--- config.mk ---
export PLATFORM = sky130hd
export DESIGN_NAME = pod_kinematics_integrator
export DESIGN_NICKNAME = d
export VERILOG_FILES = /design/src/rtl/pod_model_pkg.sv /design/src/rtl/pod_fx_scale.sv /design/src/rtl/pod_kinematics_integrator.sv
export SDC_FILE = /design/constraint.sdc
export NUM_CORES = 1
export LEC_CHECK = 0
export CAP_MARGIN = 30
export CORE_AREA = 2 2 181 253
export DETAILED_ROUTE_END_ITERATION = 7
export DIE_AREA = 0 0 183 255
export PLACE_DENSITY_LB_ADDON = 0.08
export SETUP_SLACK_MARGIN = 0.15
export SLEW_MARGIN = 20
export SYNTH_ARGS = -nofsm -noshare
export SYNTH_HDL_FRONTEND = slang
export SYNTH_SLANG_ARGS = --single-unit
--- constraint.sdc ---
create_clock -name clk_200khz -period 24.6 [get_ports clk_200khz]
set_input_delay 4.92 -clock clk_200khz [delete_from_list [all_inputs] [get_ports clk_200khz]]
set_output_delay 4.92 -clock clk_200khz [all_outputs]
set_load 0.05 [all_outputs]
--- src/rtl/pod_model_pkg.sv ---
// -----------------------------------------------------------------------------
// pod_model_pkg
// Shared definitions for the pod kinematics model:
//   - default Q-format widths for accel / velocity / position words
//   - FSM state encoding of the integrator sequence
//   - saturating signed add used for the velocity and position updates
// -----------------------------------------------------------------------------
package pod_model_pkg;

  localparam int DATA_W_DEF = 32;
  localparam int FRAC_W_DEF = 16;

  // Working width of the saturating adder; any DATA_W up to SAT_W-1 fits.
  localparam int SAT_W = 64;

  typedef enum logic [2:0] {
    IDLE  = 3'd0,
    MUL_V = 3'd1,
    ADD_V = 3'd2,
    MUL_P = 3'd3,
    ADD_P = 3'd4
  } pod_state_e;

  typedef struct packed {
    logic                    clipped;
    logic signed [SAT_W-1:0] val;
  } sat_res_t;

  // a + b clipped to the signed range of a w-bit word. Operands arrive
  // sign-extended to SAT_W bits; the sum is formed one bit wider so it can
  // never wrap before the range test.
  function automatic sat_res_t sat_add(input logic signed [SAT_W-1:0] a,
                                       input logic signed [SAT_W-1:0] b,
                                       input int unsigned             w);
    logic signed [SAT_W:0] sum;
    logic signed [SAT_W:0] one;
    logic signed [SAT_W:0] hi;
    logic signed [SAT_W:0] lo;
    sat_res_t              r;
    one = (SAT_W+1)'(1);
    sum = {a[SAT_W-1], a} + {b[SAT_W-1], b};
    hi  = (one <<< (w - 1)) - one;
    lo  = -(one <<< (w - 1));
    r.clipped = 1'b1;
    if (sum > hi) begin
      r.val = hi[SAT_W-1:0];
    end else if (sum < lo) begin
      r.val = lo[SAT_W-1:0];
    end else begin
      r.val     = sum[SAT_W-1:0];
      r.clipped = 1'b0;
    end
    return r;
  endfunction

endpackage

--- src/rtl/pod_fx_scale.sv ---
// -----------------------------------------------------------------------------
// pod_fx_scale
// Registered fixed-point timestep scaling: y = (x * DT_NUM) >>> DT_SHIFT.
// The product is kept at full DATA_W+32 bit precision; the arithmetic shift
// truncates toward -inf. Result is registered (one cycle latency), no reset
// since it is pure datapath.
//
// Ports:
//   clk_i  in   1       clock
//   x_i    in   DATA_W  signed operand
//   y_o    out  DATA_W  signed scaled result, registered
// -----------------------------------------------------------------------------
module pod_fx_scale
  import pod_model_pkg::*;
#(
  parameter int          DATA_W   = DATA_W_DEF,
  parameter int unsigned DT_NUM   = 21475,
  parameter int unsigned DT_SHIFT = 32
) (
  input  logic                     clk_i,
  input  logic signed [DATA_W-1:0] x_i,
  output logic signed [DATA_W-1:0] y_o
);

  localparam int PROD_W = DATA_W + 32;
  localparam logic signed [PROD_W-1:0] K = PROD_W'(DT_NUM);

  logic signed [PROD_W-1:0] prod;
  logic signed [PROD_W-1:0] shifted;
  logic                     unused_hi;

  always_comb begin
    prod    = PROD_W'(x_i) * K;
    shifted = prod >>> DT_SHIFT;
  end

  // Upper product bits only matter if DT_NUM exceeds 2^DT_SHIFT, which the
  // model never configures; they are dropped.
  assign unused_hi = ^shifted[PROD_W-1:DATA_W];

  always_ff @(posedge clk_i) begin
    y_o <= shifted[DATA_W-1:0];
  end

endmodule

--- src/rtl/pod_kinematics_integrator.sv ---
// -----------------------------------------------------------------------------
// pod_kinematics_integrator
// Single-axis pod dynamics model. Each accepted acceleration sample is
// integrated with semi-implicit Euler:
//   v_new = sat(v + a*dt);  p_new = sat(p + v_new*dt)
// followed by track-end / track-start clamping. One shared scaler performs
// both multiplies; a sample takes 5 cycles (IDLE, MUL_V, ADD_V, MUL_P, ADD_P).
//
// Each state names the result held in registers during that state:
//   MUL_V  dv  sits in the scaler register
//   ADD_V  v_new sits in vnew_q
//   MUL_P  dp  sits in the scaler register
//   ADD_P  position / velocity committed, out_valid high
//
// Ports:
//   clk_200khz   in   1       system clock
//   rst          in   1       synchronous active-high reset
//   accel_valid  in   1       sample offered
//   accel_ready  out  1       sample can be accepted (IDLE and no load)
//   accel        in   DATA_W  signed acceleration
//   run_en       in   1       1 integrate, 0 freeze (sampled at accept)
//   load         in   1       strobe: load position / velocity, abort sample
//   load_pos     in   DATA_W  position loaded on load
//   load_vel     in   DATA_W  velocity loaded on load
//   position     out  DATA_W  registered position
//   velocity     out  DATA_W  registered velocity
//   out_valid    out  1       one-cycle pulse when a sample is committed
//   sat_flag     out  1       sticky: a result was clipped
//   at_end       out  1       sticky: position reached TRACK_LEN
// -----------------------------------------------------------------------------
module pod_kinematics_integrator
  import pod_model_pkg::*;
#(
  parameter int                DATA_W    = DATA_W_DEF,
  parameter int                FRAC_W    = FRAC_W_DEF,
  parameter int unsigned       DT_NUM    = 21475,
  parameter int unsigned       DT_SHIFT  = 32,
  parameter logic [DATA_W-1:0] TRACK_LEN = DATA_W'(32'h0640_0000)
) (
  input  logic                     clk_200khz,
  input  logic                     rst,
  input  logic                     accel_valid,
  output logic                     accel_ready,
  input  logic signed [DATA_W-1:0] accel,
  input  logic                     run_en,
  input  logic                     load,
  input  logic signed [DATA_W-1:0] load_pos,
  input  logic signed [DATA_W-1:0] load_vel,
  output logic signed [DATA_W-1:0] position,
  output logic signed [DATA_W-1:0] velocity,
  output logic                     out_valid,
  output logic                     sat_flag,
  output logic                     at_end
);

  localparam logic signed [DATA_W-1:0] TRACK_S = TRACK_LEN;

  pod_state_e               state_q;
  logic signed [DATA_W-1:0] position_q;
  logic signed [DATA_W-1:0] velocity_q;
  logic                     out_valid_q;
  logic                     sat_q;
  logic                     at_end_q;

  logic                     run_q;
  logic signed [DATA_W-1:0] vnew_q;
  logic                     vsat_q;

  logic signed [DATA_W-1:0] scale_x;
  logic signed [DATA_W-1:0] scaled;

  sat_res_t                 v_res;
  sat_res_t                 p_res;
  logic signed [DATA_W-1:0] vnew_d;
  logic signed [DATA_W-1:0] p_sum;
  logic signed [DATA_W-1:0] pos_d;
  logic signed [DATA_W-1:0] vel_d;
  logic                     at_end_d;
  logic                     sat_d;
  logic                     unused_bits;

  // Accept only in IDLE; a simultaneous load takes priority over the sample.
  assign accel_ready = (state_q == IDLE) && !load && !rst;

  // Shared scaler: in IDLE it is fed the incoming sample so dv is ready in
  // MUL_V; otherwise it is fed v_new so dp is ready in MUL_P.
  assign scale_x = (state_q == IDLE) ? accel : vnew_q;

  pod_fx_scale #(
    .DATA_W  (DATA_W),
    .DT_NUM  (DT_NUM),
    .DT_SHIFT(DT_SHIFT)
  ) u_scale (
    .clk_i(clk_200khz),
    .x_i  (scale_x),
    .y_o  (scaled)
  );

  always_comb begin
    // Velocity step, consumed while in MUL_V (scaled = dv).
    v_res  = sat_add(SAT_W'(velocity_q), SAT_W'(scaled), DATA_W);
    vnew_d = v_res.val[DATA_W-1:0];
    // Parked at the track end: the pod may only move backwards. Forcing
    // v_new here also makes dp zero, so position stays at TRACK_LEN.
    if (at_end_q && !vnew_d[DATA_W-1] && (vnew_d != '0)) begin
      vnew_d = '0;
    end

    // Position step, consumed while in MUL_P (scaled = dp).
    p_res    = sat_add(SAT_W'(position_q), SAT_W'(scaled), DATA_W);
    p_sum    = p_res.val[DATA_W-1:0];
    pos_d    = p_sum;
    vel_d    = vnew_q;
    at_end_d = at_end_q;
    if (p_sum >= TRACK_S) begin
      pos_d    = TRACK_S;
      vel_d    = '0;
      at_end_d = 1'b1;
    end else if (p_sum[DATA_W-1]) begin
      pos_d = '0;
      if (vnew_q[DATA_W-1]) begin
        vel_d = '0;
      end
    end
    sat_d = sat_q | vsat_q | p_res.clipped;
  end

  assign unused_bits = ^{v_res.val[SAT_W-1:DATA_W], p_res.val[SAT_W-1:DATA_W], 32'(FRAC_W)};

  // Datapath holding registers, no reset needed.
  always_ff @(posedge clk_200khz) begin
    if (state_q == IDLE) begin
      run_q <= run_en;
    end
    if (state_q == MUL_V) begin
      vnew_q <= vnew_d;
      vsat_q <= v_res.clipped;
    end
  end

  // Sequencer with registered outputs.
  always_ff @(posedge clk_200khz) begin
    if (rst) begin
      state_q     <= IDLE;
      position_q  <= '0;
      velocity_q  <= '0;
      out_valid_q <= 1'b0;
      sat_q       <= 1'b0;
      at_end_q    <= 1'b0;
    end else if (load) begin
      state_q     <= IDLE;
      position_q  <= load_pos;
      velocity_q  <= load_vel;
      out_valid_q <= 1'b0;
      sat_q       <= 1'b0;
      at_end_q    <= 1'b0;
    end else begin
      out_valid_q <= 1'b0;
      unique case (state_q)
        IDLE: begin
          if (accel_valid && accel_ready) begin
            state_q <= MUL_V;
          end
        end
        MUL_V: state_q <= ADD_V;
        ADD_V: state_q <= MUL_P;
        MUL_P: begin
          state_q     <= ADD_P;
          out_valid_q <= 1'b1;
          // Frozen samples still pulse out_valid but leave state and flags.
          if (run_q) begin
            position_q <= pos_d;
            velocity_q <= vel_d;
            at_end_q   <= at_end_d;
            sat_q      <= sat_d;
          end
        end
        ADD_P:   state_q <= IDLE;
        default: state_q <= IDLE;
      endcase
    end
  end

  assign position  = position_q;
  assign velocity  = velocity_q;
  assign out_valid = out_valid_q;
  assign sat_flag  = sat_q;
  assign at_end    = at_end_q;

endmodule

Word level (Yosys, flattened, before mapping)

Cells that the tools add are included.

Add/subtract/negate cells: 2
Multiply operators: 1
Order comparisons: 5
Equality and inequality tests: 4
Muxes and demuxes: 22
Bitwise logic cells: 2
Reductions and logical operators: 16

Operators by type and width:

| operator                                                                | count |
|---|---|
| 32-bit two-way mux                                                      | 13 |
| 31-bit two-way mux                                                      | 3 |
| 32-bit by 16-bit adder with 33-bit output                               | 2 |
| 33-bit by 32-bit > comparator with 1-bit output, second input constant  | 2 |
| 33-bit by 32-bit < comparator with 1-bit output, second input constant  | 2 |
| 32-bit by 16-bit multiplier with 48-bit output, second input constant   | 1 |
| 32-bit by 28-bit >= comparator with 1-bit output, second input constant | 1 |
| 32-bit nonzero test                                                     | 1 |
| 3-bit one-hot mux with 4 select lines                                   | 1 |
| 3-bit by 2-bit == test with 1-bit output, second input constant         | 2 |
| 1-bit logical AND                                                       | 5 |
| 1-bit two-way mux                                                       | 4 |
| 2-bit AND reduction                                                     | 2 |
| 2-bit nonzero test                                                      | 2 |
| 3-bit by 1-bit == test with 1-bit output, second input constant         | 1 |
| 1-bit zero test                                                         | 3 |
| 3-bit zero test                                                         | 1 |
| 3-bit two-way mux                                                       | 1 |
| 3-bit AND reduction                                                     | 1 |
| 2-bit by 1-bit != test with 1-bit output, second input constant         | 1 |
| 1-bit bitwise OR                                                        | 2 |
| 2-bit OR reduction                                                      | 1 |

Register bits: 120
Output and inout port bits: 68
Word-level logic and storage cells: 62

Logic depth before layout (Yosys ltp)

Gate-level depths: netlist of run 1.

Depth after elaboration: 9
Gate-level depth with buffers: 28
Gate-level depth less buffers: 25

Cells and area by module

From an unflattened synthesis of run 1, not the netlist that was laid out.

Cell total of the unflattened synthesis: 2119
Area, all modules: 19163.4 µm²

By module, submodules not included:

| module                    | instances | cells each | area each (µm²) | seq. area each (µm²) |
|---|---|---|---|---|
| pod_kinematics_integrator | 1         | 1228       | 9678.0          | 2422.3 |
| pod_fx_scale              | 1         | 891        | 9485.3          | 320.3 |

Least setup slack after synthesis of run 1

No wires, ideal clock.

Kind: input port to flip-flop
Start point: in accel[31]
End point: reg, netlist name u_scale.y_o[15]
Library setup time: 185 ps
Arrival: 10913 ps
Data required time: 24415 ps
Setup slack: 13502 ps
Cell stages on the path: 23
Path through: nand2_1 o21ai_1 inv_1 fa_1 fa_1 inv_1 fa_1 inv_1 fa_1 fa_1 inv_1 ha_1 a21oi_1 o21bai_1 a21oi_1 nor2_1 a2111oi_0 o21ai_0 and4_1 nor3_1 o21bai_1 a21oi_1 xnor2_1

Word-level cells in the longest chain between the ends: 2

RTL lines:

| element                                        | line                            | RTL |
|---|---|---|
| start, declared                                | pod_kinematics_integrator.sv:44 | `input logic signed [DATA_W-1:0] accel,` |
| 32-bit two-way mux                             | pod_kinematics_integrator.sv:87 | `assign scale_x = (state_q == IDLE) ? accel : vnew_q;` |
| 32-bit by 16-bit multiplier with 48-bit output | pod_fx_scale.sv:33              | `prod = PROD_W'(x_i) * K;` |
| via u_scale.prod[47]                           | pod_fx_scale.sv:28              | `logic signed [PROD_W-1:0] prod;` |

The timed path passes the listed nets, and every way through them passes these cells.
A chain may end at the register's enable or synchronous reset.

Worst setup path after layout of run 1

Start point: in accel[16]
End point: reg u_scale.y_o[9]

Word-level cells in the longest chain between the ends: 2

RTL lines:

| element                                        | line                            | RTL |
|---|---|---|
| 32-bit two-way mux                             | pod_kinematics_integrator.sv:87 |  |
| 32-bit by 16-bit multiplier with 48-bit output | pod_fx_scale.sv:33              |  |
| via u_scale.prod[41]                           | pod_fx_scale.sv:28              |  |
| end signal, assigned                           | pod_fx_scale.sv:42              | `y_o <= shifted[DATA_W-1:0];` |
| end, declared                                  | pod_fx_scale.sv:22              | `output logic signed [DATA_W-1:0] y_o` |

The timed path passes the listed nets, and every way through them passes these cells.

==> flow_summary.html, run 1 <==
<table>
<tr><th>Metric</th><th>Value</th></tr>
<tr><th colspan="2">Floorplan</th></tr>
<tr><td>Width of the die</td><td>183 um</td></tr>
<tr><td>Total number of placement rows</td><td>slightly above 90</td></tr>
<tr><td>I/O pin cnt</td><td>169</td></tr>
<tr><td>Core region area</td><td>0.0447 mm2</td></tr>
<tr><td>Area enclosed by the die boundary</td><td>0.0467 mm2</td></tr>
<tr><td>Initial core utilization</td><td>0.393</td></tr>
<tr><td>Floorplan die height</td><td>between 200 and 300 um</td></tr>
<tr><th colspan="2">STA</th></tr>
<tr><td>Transition time at the pin with the least slew margin</td><td>roughly 0.84 ns</td></tr>
<tr><td>Final worst clock skew</td><td>0.0109 ns</td></tr>
<tr><td>Relative slew slack</td><td>0.422</td></tr>
<tr><td>Final Setup Violations</td><td>0</td></tr>
<tr><td>Number of slew-limit violations in the final report</td><td>0</td></tr>
<tr><td>Period utilisation layout</td><td>0.484</td></tr>
<tr><td>Final TNS setup</td><td>0 ns</td></tr>
<tr><td>Fin. Hold Viols</td><td>0</td></tr>
<tr><td>Fin Hold WS</td><td>~0.46 ns</td></tr>
<tr><td>Max frequency</td><td>0.0841 GHz</td></tr>
<tr><td>Unrepaired setup endpoints after global routing</td><td>no</td></tr>
<tr><td>Final critical delay including setup and external delays</td><td>11.90 ns</td></tr>
<tr><th colspan="2">Route</th></tr>
<tr><td>Count of TritonRoute iterations in the first routing pass</td><td>5</td></tr>
<tr><td>Routed length per placed instance</td><td>a little over 20 um</td></tr>
<tr><td>Final wirelength</td><td>roughly 53000 um</td></tr>
<tr><td>Iteration-0 DRC count of the detailed router</td><td>roughly 510</td></tr>
<tr><td>Antenna viol nets, final</td><td>0</td></tr>
<tr><td>Via count of the routed design</td><td>approximately 14k</td></tr>
<tr><td>Via/cell ratio</td><td>5.32</td></tr>
<tr><td>DRC</td><td>0</td></tr>
<tr><th colspan="2">Logic synthesis</th></tr>
<tr><td>Warning count from the yosys run</td><td>0</td></tr>
<tr><td>Leading register cell type out of synthesis</td><td>sky130_fd_sc_hd__dfxtp_1</td></tr>
<tr><td>Number of instances in the synthesized netlist</td><td>1868</td></tr>
<tr><td>Part of the Yosys area used for sequential elements</td><td>0.156</td></tr>
<tr><td>Fraction of registers with async set or reset after synthesis</td><td>0</td></tr>
<tr><td>Average footprint of a synthesized cell</td><td>around 9.4 um2</td></tr>
<tr><td>Post-Syn Nets</td><td>between 2k and 2.5k</td></tr>
<tr><td>Number of synthesized flops with an enable pin</td><td>34</td></tr>
<tr><td>Register bit total from synthesis</td><td>120</td></tr>
<tr><td>Number of distinct library cells after synthesis</td><td>79</td></tr>
<tr><td>Post-synth design cell area</td><td>about 0.018 mm2</td></tr>
<tr><th colspan="2">Clock network</th></tr>
<tr><td>Count of clock tree sinks</td><td>120</td></tr>
<tr><td>Post_cts resized</td><td>0</td></tr>
<tr><td>Cell at the root of the clock tree</td><td>sky130_fd_sc_hd__clkbuf_16</td></tr>
<tr><td>Number of setup buffers added after CTS</td><td>0</td></tr>
<tr><td>CTS clock-pin slew for the worst setup and hold paths</td><td>0.06 ns</td></tr>
<tr><td>Total number of H-tree levels</td><td>4</td></tr>
<tr><td>Hold_buf cts</td><td>0</td></tr>
<tr><td>CTS Buf Count</td><td>17</td></tr>
<tr><td>Clock latency on the worst-skew pair</td><td>about 0.45 ns</td></tr>
<tr><td>Maximum clock path buffer count</td><td>2</td></tr>
<tr><td>CTS tree</td><td>yes</td></tr>
<tr><th colspan="2">Critical path</th></tr>
<tr><td>Setup crit end kind</td><td>flip-flop</td></tr>
<tr><td>Worst Setup Path Type</td><td>in2reg</td></tr>
<tr><td>Kind of launch point of the worst setup path</td><td>input port</td></tr>
<tr><td>Biggest fanout along the worst timing path</td><td>9</td></tr>
<tr><td>Critical path required time</td><td>24.97 ns</td></tr>
<tr><td>Arrival time of data at the critical path endpoint</td><td>approximately 12 ns</td></tr>
<tr><th colspan="2">GRT</th></tr>
<tr><td>Number of antenna violations at the first check in global routing</td><td>0</td></tr>
<tr><td>Vias in the first global route</td><td>14.8k</td></tr>
<tr><td>Global-route usage over all layers</td><td>0.232</td></tr>
<tr><td>First-pass GRT wire length</td><td>82100 um</td></tr>
<tr><td>Aggregate global routing overflow</td><td>0</td></tr>
<tr><td>Maximum number of pins on one net before global-route repair</td><td>86</td></tr>
<tr><th colspan="2">Layout</th></tr>
<tr><td>Area growth from synthesis to final layout</td><td>16.2%</td></tr>
<tr><td>Filler instances</td><td>4325</td></tr>
<tr><td>Utilization after layout</td><td>0.457</td></tr>
<tr><td>Share of post-route cells with drive strength above 1</td><td>0.0608</td></tr>
<tr><td>Net total in the final layout</td><td>roughly 2.6k</td></tr>
<tr><td>Diodes inserted</td><td>0</td></tr>
<tr><th colspan="2">Placed design</th></tr>
<tr><td>Placer Congestion</td><td>between 0.8 and 0.9</td></tr>
<tr><td>Post-detailed-placement half-perimeter wirelength</td><td>roughly 43000 um</td></tr>
<tr><td>Number of input and output port buffers inserted</td><td>168</td></tr>
<tr><th colspan="2">Worst hold path</th></tr>
<tr><td>Hold Path Class</td><td>reg2reg</td></tr>
<tr><th colspan="2">Run</th></tr>
<tr><td>Number of max-capacitance violations reported</td><td>0</td></tr>
<tr><th colspan="2">Outcome</th></tr>
<tr><td>Status</td><td>completed</td></tr>
</table>
==> state kept, by name, indices dropped and copies added, names as in the netlist <==
name	count
out_valid	1
velocity	32
state_q	3
vnew_q	32
sat_flag	1
u_scale.y_o	16
at_end	1
position	32
vsat_q	1
run_q	1
==> logic make-up after synthesis <==
logic type,count (synthesis),share of synthesized area
AOI/OAI and AO/OA,387,0.147
xor gates and xnor gates,70,0.0349
adders and majority gates,504,0.449
buffers and inverters,338,0.0762
DFF,120,0.156
muxes,36,0.0220
other,1,0.000214
and+or+nand+nor,412,0.115
==> worst max-delay path, cell delays in order <==
cell,delay (ns)
sky130_fd_sc_hd__clkdlybuf4s50_1,0.39
sky130_fd_sc_hd__mux2_2,0.42
sky130_fd_sc_hd__ha_1,0.37
sky130_fd_sc_hd__fa_1,0.49
sky130_fd_sc_hd__fa_1,0.52
sky130_fd_sc_hd__fa_1,0.53
sky130_fd_sc_hd__fa_1,0.55
sky130_fd_sc_hd__inv_1,0.06
sky130_fd_sc_hd__fa_1,0.53
sky130_fd_sc_hd__inv_1,0.04
sky130_fd_sc_hd__ha_1,0.30
sky130_fd_sc_hd__nand3_1,0.13
sky130_fd_sc_hd__nor2_1,0.06
sky130_fd_sc_hd__a2111oi_0,0.75
sky130_fd_sc_hd__o21ai_0,0.38
sky130_fd_sc_hd__o41ai_2,0.52
sky130_fd_sc_hd__o21ai_0,0.25
sky130_fd_sc_hd__nor2b_1,0.20
sky130_fd_sc_hd__o21a_1,0.18
sky130_fd_sc_hd__or3_1,0.33
sky130_fd_sc_hd__a31oi_1,0.20
sky130_fd_sc_hd__xnor2_1,0.13
==> through the flow <==
| step | setup WS [ns] | instances | area (um2) |
|---|---|---|---|
| final | 12.70 | 2588 | 20400 |
| after global routing | 12.27 | 2588 | 20400 |
| after CTS | 12.62 | 2588 | 20400 |
| after detailed placement | 12.19 | 2556 | 19800 |
| after global placement | 12.19 | 2555 | 19800 |
| after floorplan | 13.50 | 1868 | 17600 |
==> placed cells by master, fill, tap and decap left out, types with 16 or more instances in the layout <==
master	synthesis	final
sky130_fd_sc_hd__nand4_1	16	16
sky130_fd_sc_hd__nor2_1	139	139
sky130_fd_sc_hd__a21oi_1	146	146
sky130_fd_sc_hd__xor2_1	24	23
sky130_fd_sc_hd__a21o_1	32	32
sky130_fd_sc_hd__clkdlybuf4s50_1	0	166
sky130_fd_sc_hd__mux2_2	21	21
sky130_fd_sc_hd__nand2_1	125	125
sky130_fd_sc_hd__o21ai_0	38	38
sky130_fd_sc_hd__nor3_1	18	17
sky130_fd_sc_hd__clkbuf_16	0	20
sky130_fd_sc_hd__ha_1	269	269
sky130_fd_sc_hd__dfxtp_1	86	86
sky130_fd_sc_hd__edfxtp_1	34	34
sky130_fd_sc_hd__a31oi_1	17	17
sky130_fd_sc_hd__xnor2_1	46	46
sky130_fd_sc_hd__inv_1	280	280
sky130_fd_sc_hd__o2bb2ai_1	32	32
sky130_fd_sc_hd__nand3_1	19	19
sky130_fd_sc_hd__maj3_1	19	19
sky130_fd_sc_hd__nor2_4	19	19
sky130_fd_sc_hd__fa_1	216	216
sky130_fd_sc_hd__o22ai_1	17	17
==> final cells by class <==
cell class	instances	area, um2	area share
multi-input combinational	1410	13500	0.662
clock inverter	8	51.3	0.00251
clock buffer	24	546	0.0267
inverter	280	1050	0.0515
sequential	120	2740	0.134
tap	564	706	0.0346
timing repair buffer	182	1800	0.0881
==> routing by layer <==
| metal | global-route usage | wire length (um) | vias up |
|---|---|---|---|
| li1 | - | - | 6650 |
| met1 | 0.258 | 20400 | 6777 |
| met2 | 0.454 | 28700 | 270 |
| met3 | 0.0286 | 1850 | 61 |
| met4 | 0.0793 | 1630 | 0 |
| met5 | 0 | 0 | - |
==> synth_stat cells (13+ instances only) <==
cell,instances,area [um2]
sky130_fd_sc_hd__xnor2_1,46,403
sky130_fd_sc_hd__maj3_1,19,190
sky130_fd_sc_hd__nand3_1,19,95.1
sky130_fd_sc_hd__nand4_1,16,100
sky130_fd_sc_hd__nand2_1,125,469
sky130_fd_sc_hd__mux2_2,21,236
sky130_fd_sc_hd__a31oi_1,17,106
sky130_fd_sc_hd__o211ai_1,13,97.6
sky130_fd_sc_hd__mux2i_1,15,150
sky130_fd_sc_hd__nor3_1,18,90.1
sky130_fd_sc_hd__edfxtp_1,34,1020
sky130_fd_sc_hd__inv_1,280,1050
sky130_fd_sc_hd__o2bb2ai_1,32,280
sky130_fd_sc_hd__o21ai_0,38,190
sky130_fd_sc_hd__dfxtp_1,86,1720
sky130_fd_sc_hd__a21o_1,32,240
sky130_fd_sc_hd__o22ai_1,17,106
sky130_fd_sc_hd__and2_1,13,81.3
sky130_fd_sc_hd__xor2_1,24,210
sky130_fd_sc_hd__a21oi_1,146,731
sky130_fd_sc_hd__ha_1,269,3370
sky130_fd_sc_hd__fa_1,216,4320
sky130_fd_sc_hd__nor2_1,139,522
sky130_fd_sc_hd__clkbuf_1,45,169
sky130_fd_sc_hd__nor2_4,19,214
==> worst paths after layout <==
path                      startpoint                      to  slack, ns  cells past startpoint
min reg2reg    sat_flag$_SDFFE_PP0P_   sat_flag$_SDFFE_PP0P_       0.46                      2
max                        accel[16]  u_scale.y_o[9]$_DFF_P_      12.70                     22
max reg2reg  state_q[2]$_SDFFE_PP0P_  u_scale.y_o[9]$_DFF_P_      16.29                     23
min            sat_flag$_SDFFE_PP0P_   sat_flag$_SDFFE_PP0P_       0.46                      2
Power of run 1 is left out: the tool's default activity adds up to more than one toggle a clock period on the data nets, which glitch-free logic cannot reach.
==> run 2: changes to the inputs <==
==> constraint.sdc (replaced) <==
create_clock -name clk_200khz -period 12.2 [get_ports clk_200khz]
set_input_delay 2.44 -clock clk_200khz [delete_from_list [all_inputs] [get_ports clk_200khz]]
set_output_delay 2.44 -clock clk_200khz [all_outputs]
set_load 0.05 [all_outputs]
==> flow_summary.html, run 2 (synthesis gave the netlist of run 1 again) <==
<table>
<tr><th>Metric</th><th>Value</th></tr>
<tr><th colspan="2">Outcome</th></tr>
<tr><td>Status</td><td>completed (unchanged)</td></tr>
<tr><th colspan="2">STA</th></tr>
<tr><td>Number of slew-limit violations in the final report</td><td>0 (unchanged)</td></tr>
<tr><td>Relative slew slack</td><td>0.397 (was 0.422)</td></tr>
<tr><td>Final worst clock skew</td><td>0.0112 ns (was 0.0109 ns)</td></tr>
<tr><td>Final critical delay including setup and external delays</td><td>about 9.5 ns</td></tr>
<tr><td>Period utilisation layout</td><td>0.776</td></tr>
<tr><td>Final worst setup slack</td><td>2.74 ns (was 12.70 ns)</td></tr>
<tr><td>Final Setup Violations</td><td>0 (unchanged)</td></tr>
<tr><td>Fin. Hold Viols</td><td>0 (unchanged)</td></tr>
<tr><td>Transition time at the pin with the least slew margin</td><td>0.882 ns (was 0.845 ns)</td></tr>
<tr><td>Final TNS setup</td><td>0 ns (unchanged)</td></tr>
<tr><td>Unrepaired setup endpoints after global routing</td><td>no (unchanged)</td></tr>
<tr><td>Fin Hold WS</td><td>0.477 ns (was 0.463 ns)</td></tr>
<tr><td>Max frequency</td><td>0.106 GHz</td></tr>
<tr><th colspan="2">GRT</th></tr>
<tr><td>First-pass GRT wire length</td><td>82400 um (was 82100 um)</td></tr>
<tr><td>Aggregate global routing overflow</td><td>0 (unchanged)</td></tr>
<tr><td>Number of antenna violations at the first check in global routing</td><td>1 (was 0)</td></tr>
<tr><td>Global-route usage over all layers</td><td>0.232 (about the same)</td></tr>
<tr><td>Maximum number of pins on one net before global-route repair</td><td>86 (unchanged)</td></tr>
<tr><td>Vias in the first global route</td><td>14.8k (about the same)</td></tr>
<tr><th colspan="2">Clock network</th></tr>
<tr><td>Number of setup buffers added after CTS</td><td>0 (unchanged)</td></tr>
<tr><td>Clock latency on the worst-skew pair</td><td>0.44 ns (was 0.45 ns)</td></tr>
<tr><td>CTS Buf Count</td><td>17 (unchanged)</td></tr>
<tr><td>Cell at the root of the clock tree</td><td>sky130_fd_sc_hd__clkbuf_16 (unchanged)</td></tr>
<tr><td>Maximum clock path buffer count</td><td>2 (unchanged)</td></tr>
<tr><td>CTS clock-pin slew for the worst setup and hold paths</td><td>0.06 ns (about the same)</td></tr>
<tr><td>Count of clock tree sinks</td><td>120 (unchanged)</td></tr>
<tr><td>Hold_buf cts</td><td>0 (unchanged)</td></tr>
<tr><td>Total number of H-tree levels</td><td>4 (unchanged)</td></tr>
<tr><td>CTS tree</td><td>yes (unchanged)</td></tr>
<tr><td>Post_cts resized</td><td>0 (unchanged)</td></tr>
<tr><th colspan="2">Route</th></tr>
<tr><td>Count of TritonRoute iterations in the first routing pass</td><td>5 (unchanged)</td></tr>
<tr><td>DRC</td><td>0 (unchanged)</td></tr>
<tr><td>Via count of the routed design</td><td>13.7k (was 13.8k)</td></tr>
<tr><td>Iteration-0 DRC count of the detailed router</td><td>587 (was 507)</td></tr>
<tr><td>Via/cell ratio</td><td>5.31 (was 5.32)</td></tr>
<tr><td>Routed length per placed instance</td><td>20.2 um (was 20.3 um)</td></tr>
<tr><td>Final wirelength</td><td>52300 um (was 52500 um)</td></tr>
<tr><td>Antenna viol nets, final</td><td>0 (unchanged)</td></tr>
<tr><th colspan="2">Critical path</th></tr>
<tr><td>RR Endpoint</td><td>u_scale.y_o[9]$_DFF_P_ (unchanged)</td></tr>
<tr><td>Reg2reg setup slack</td><td>3.87 ns (was 16.29 ns)</td></tr>
<tr><td>Combined buffer and inverter count along the critical path</td><td>3 (unchanged)</td></tr>
<tr><td>FF-to-FF Start</td><td>state_q[2]$_SDFFE_PP0P_ (unchanged)</td></tr>
<tr><td>R2R cell count</td><td>23 (unchanged)</td></tr>
<tr><td>Dominant delay contributor by cell family on the critical path</td><td>adder cells (unchanged)</td></tr>
<tr><td>Critical path required time</td><td>12.57 ns (was 24.97 ns)</td></tr>
<tr><td>Dominant cell type by count on the critical path</td><td>sky130_fd_sc_hd__fa_1 (unchanged)</td></tr>
<tr><td>Slowest cell delay on critical path</td><td>0.78 ns (was 0.75 ns)</td></tr>
<tr><td>Arrival time of data at the critical path endpoint</td><td>9.83 ns (was 12.27 ns)</td></tr>
<tr><td>Worst-path cell chain</td><td>clkdlybuf4s50_1 &gt; mux2_2 &gt; ha_1 &gt; fa_1 &gt; fa_1 &gt; fa_1 &gt; fa_1 &gt; inv_1 &gt; fa_1 &gt; inv_1 &gt; ha_1 &gt; nand3_1 &gt; nor2_1 &gt; a2111oi_0 &gt; o21ai_0 &gt; o41ai_2 &gt; o21ai_0 &gt; nor2b_1 &gt; o21a_1 &gt; or3_1 &gt; a31oi_1 &gt; xnor2_1 (unchanged)</td></tr>
<tr><td>Kind of launch point of the worst setup path</td><td>input port (unchanged)</td></tr>
<tr><td>Slowest library cell on the worst path</td><td>sky130_fd_sc_hd__a2111oi_0 (unchanged)</td></tr>
<tr><td>Worst Setup Path Type</td><td>in2reg (unchanged)</td></tr>
<tr><td>Biggest fanout along the worst timing path</td><td>9 (unchanged)</td></tr>
<tr><td>Setup crit end kind</td><td>flip-flop (unchanged)</td></tr>
<tr><th colspan="2">Floorplan</th></tr>
<tr><td>Floorplan die height</td><td>255 um (unchanged)</td></tr>
<tr><td>Width of the die</td><td>183 um (unchanged)</td></tr>
<tr><td>Area enclosed by the die boundary</td><td>0.0467 mm2 (unchanged)</td></tr>
<tr><td>I/O pin cnt</td><td>169 (unchanged)</td></tr>
<tr><td>Initial core utilization</td><td>0.393 (unchanged)</td></tr>
<tr><td>Core region area</td><td>0.0447 mm2 (unchanged)</td></tr>
<tr><td>Total number of placement rows</td><td>92 (unchanged)</td></tr>
<tr><th colspan="2">Layout</th></tr>
<tr><td>Area growth from synthesis to final layout</td><td>15.9% (was 16.2%)</td></tr>
<tr><td>Most common library cell in the layout ignoring fill and taps</td><td>sky130_fd_sc_hd__inv_1 (unchanged)</td></tr>
<tr><td>Share of post-route cells with drive strength above 1</td><td>0.0588 (was 0.0608)</td></tr>
<tr><td>Filler instances</td><td>4350 (was 4325)</td></tr>
<tr><td>Post-route cell area</td><td>0.0203 mm2 (was 0.0204 mm2)</td></tr>
<tr><td>Diodes inserted</td><td>0 (unchanged)</td></tr>
<tr><td>Most used cells in the layout excluding fill and tap cells</td><td>sky130_fd_sc_hd__inv_1, sky130_fd_sc_hd__ha_1, sky130_fd_sc_hd__fa_1 (unchanged)</td></tr>
<tr><td>Net total in the final layout</td><td>2597 (unchanged)</td></tr>
<tr><th colspan="2">Placed design</th></tr>
<tr><td>Number of input and output port buffers inserted</td><td>168 (unchanged)</td></tr>
<tr><td>Placed cell area</td><td>0.0198 mm2 (unchanged)</td></tr>
<tr><td>Worst-case setup slack after placement</td><td>2.34 ns (was 12.19 ns)</td></tr>
<tr><td>Placer Congestion</td><td>0.890 (was 0.891)</td></tr>
<tr><td>Post-detailed-placement half-perimeter wirelength</td><td>43300 um (was 43500 um)</td></tr>
<tr><th colspan="2">Run</th></tr>
<tr><td>Number of max-capacitance violations reported</td><td>0 (unchanged)</td></tr>
<tr><th colspan="2">Worst hold path</th></tr>
<tr><td>Hold Path Class</td><td>reg2reg (unchanged)</td></tr>
<tr><td>Number of cells traversed by the worst hold path</td><td>2 (unchanged)</td></tr>
<tr><td>Startpoint of the lowest-slack hold path</td><td>sat_flag$_SDFFE_PP0P_ (unchanged)</td></tr>
<tr><td>Hold endpoint</td><td>sat_flag$_SDFFE_PP0P_ (unchanged)</td></tr>
</table>
[run 2: metrics by stage]
| stage | util | cells |
|---|---|---|
| floorplan | - | 1868 |
| global placement | 0.443 | 2555 |
| detailed placement | 0.444 | 2556 |
| CTS | 0.456 | 2588 |
| global route | 0.456 | 2588 |
| finish | 0.456 | 2588 |
[run 2: area by class of cell]
class,instances,area [um2],share of cell area
Inverter,280,1050,0.0517
Timing Repair Buffer,182,1800,0.0884
Clock buffer,24,483,0.0237
Clock inverter,8,46.3,0.00228
Sequential cell,120,2740,0.135
Multi-Input combinational cell,1410,13500,0.664
Tap cell,564,706,0.0347
[run 2: tightest hold or removal path: stages (launching register included)]
cell and delay, ns:
sky130_fd_sc_hd__dfxtp_1 0.33, sky130_fd_sc_hd__inv_1 0.05, sky130_fd_sc_hd__a21oi_1 0.05
[run 2: worst max-delay path by stage]
| stage | from | end | cells past startpoint |
|---|---|---|---|
| 2_1_floorplan | accel[31] | u_scale.y_o[15]$_DFF_P_ | 23 |
| 3_3_place_gp | accel[16] | u_scale.y_o[9]$_DFF_P_ | 21 |
| 3_5_place_dp | accel[16] | u_scale.y_o[9]$_DFF_P_ | 22 |
| 4_1_cts | accel[16] | u_scale.y_o[9]$_DFF_P_ | 22 |
| 5_1_grt | accel[16] | u_scale.y_o[9]$_DFF_P_ | 22 |
| 6_report | accel[16] | u_scale.y_o[9]$_DFF_P_ | 22 |
[run 2: layer usage]
| layer | vias up | routed length, um | track usage |
|---|---|---|---|
| li1 | 6657 | - | - |
| met1 | 6733 | 20300 | 0.260 |
| met2 | 287 | 28600 | 0.451 |
| met3 | 66 | 1850 | 0.0265 |
| met4 | 0 | 1640 | 0.0816 |
| met5 | - | 0 | 0 |
Power of run 2 is left out for the same reason.
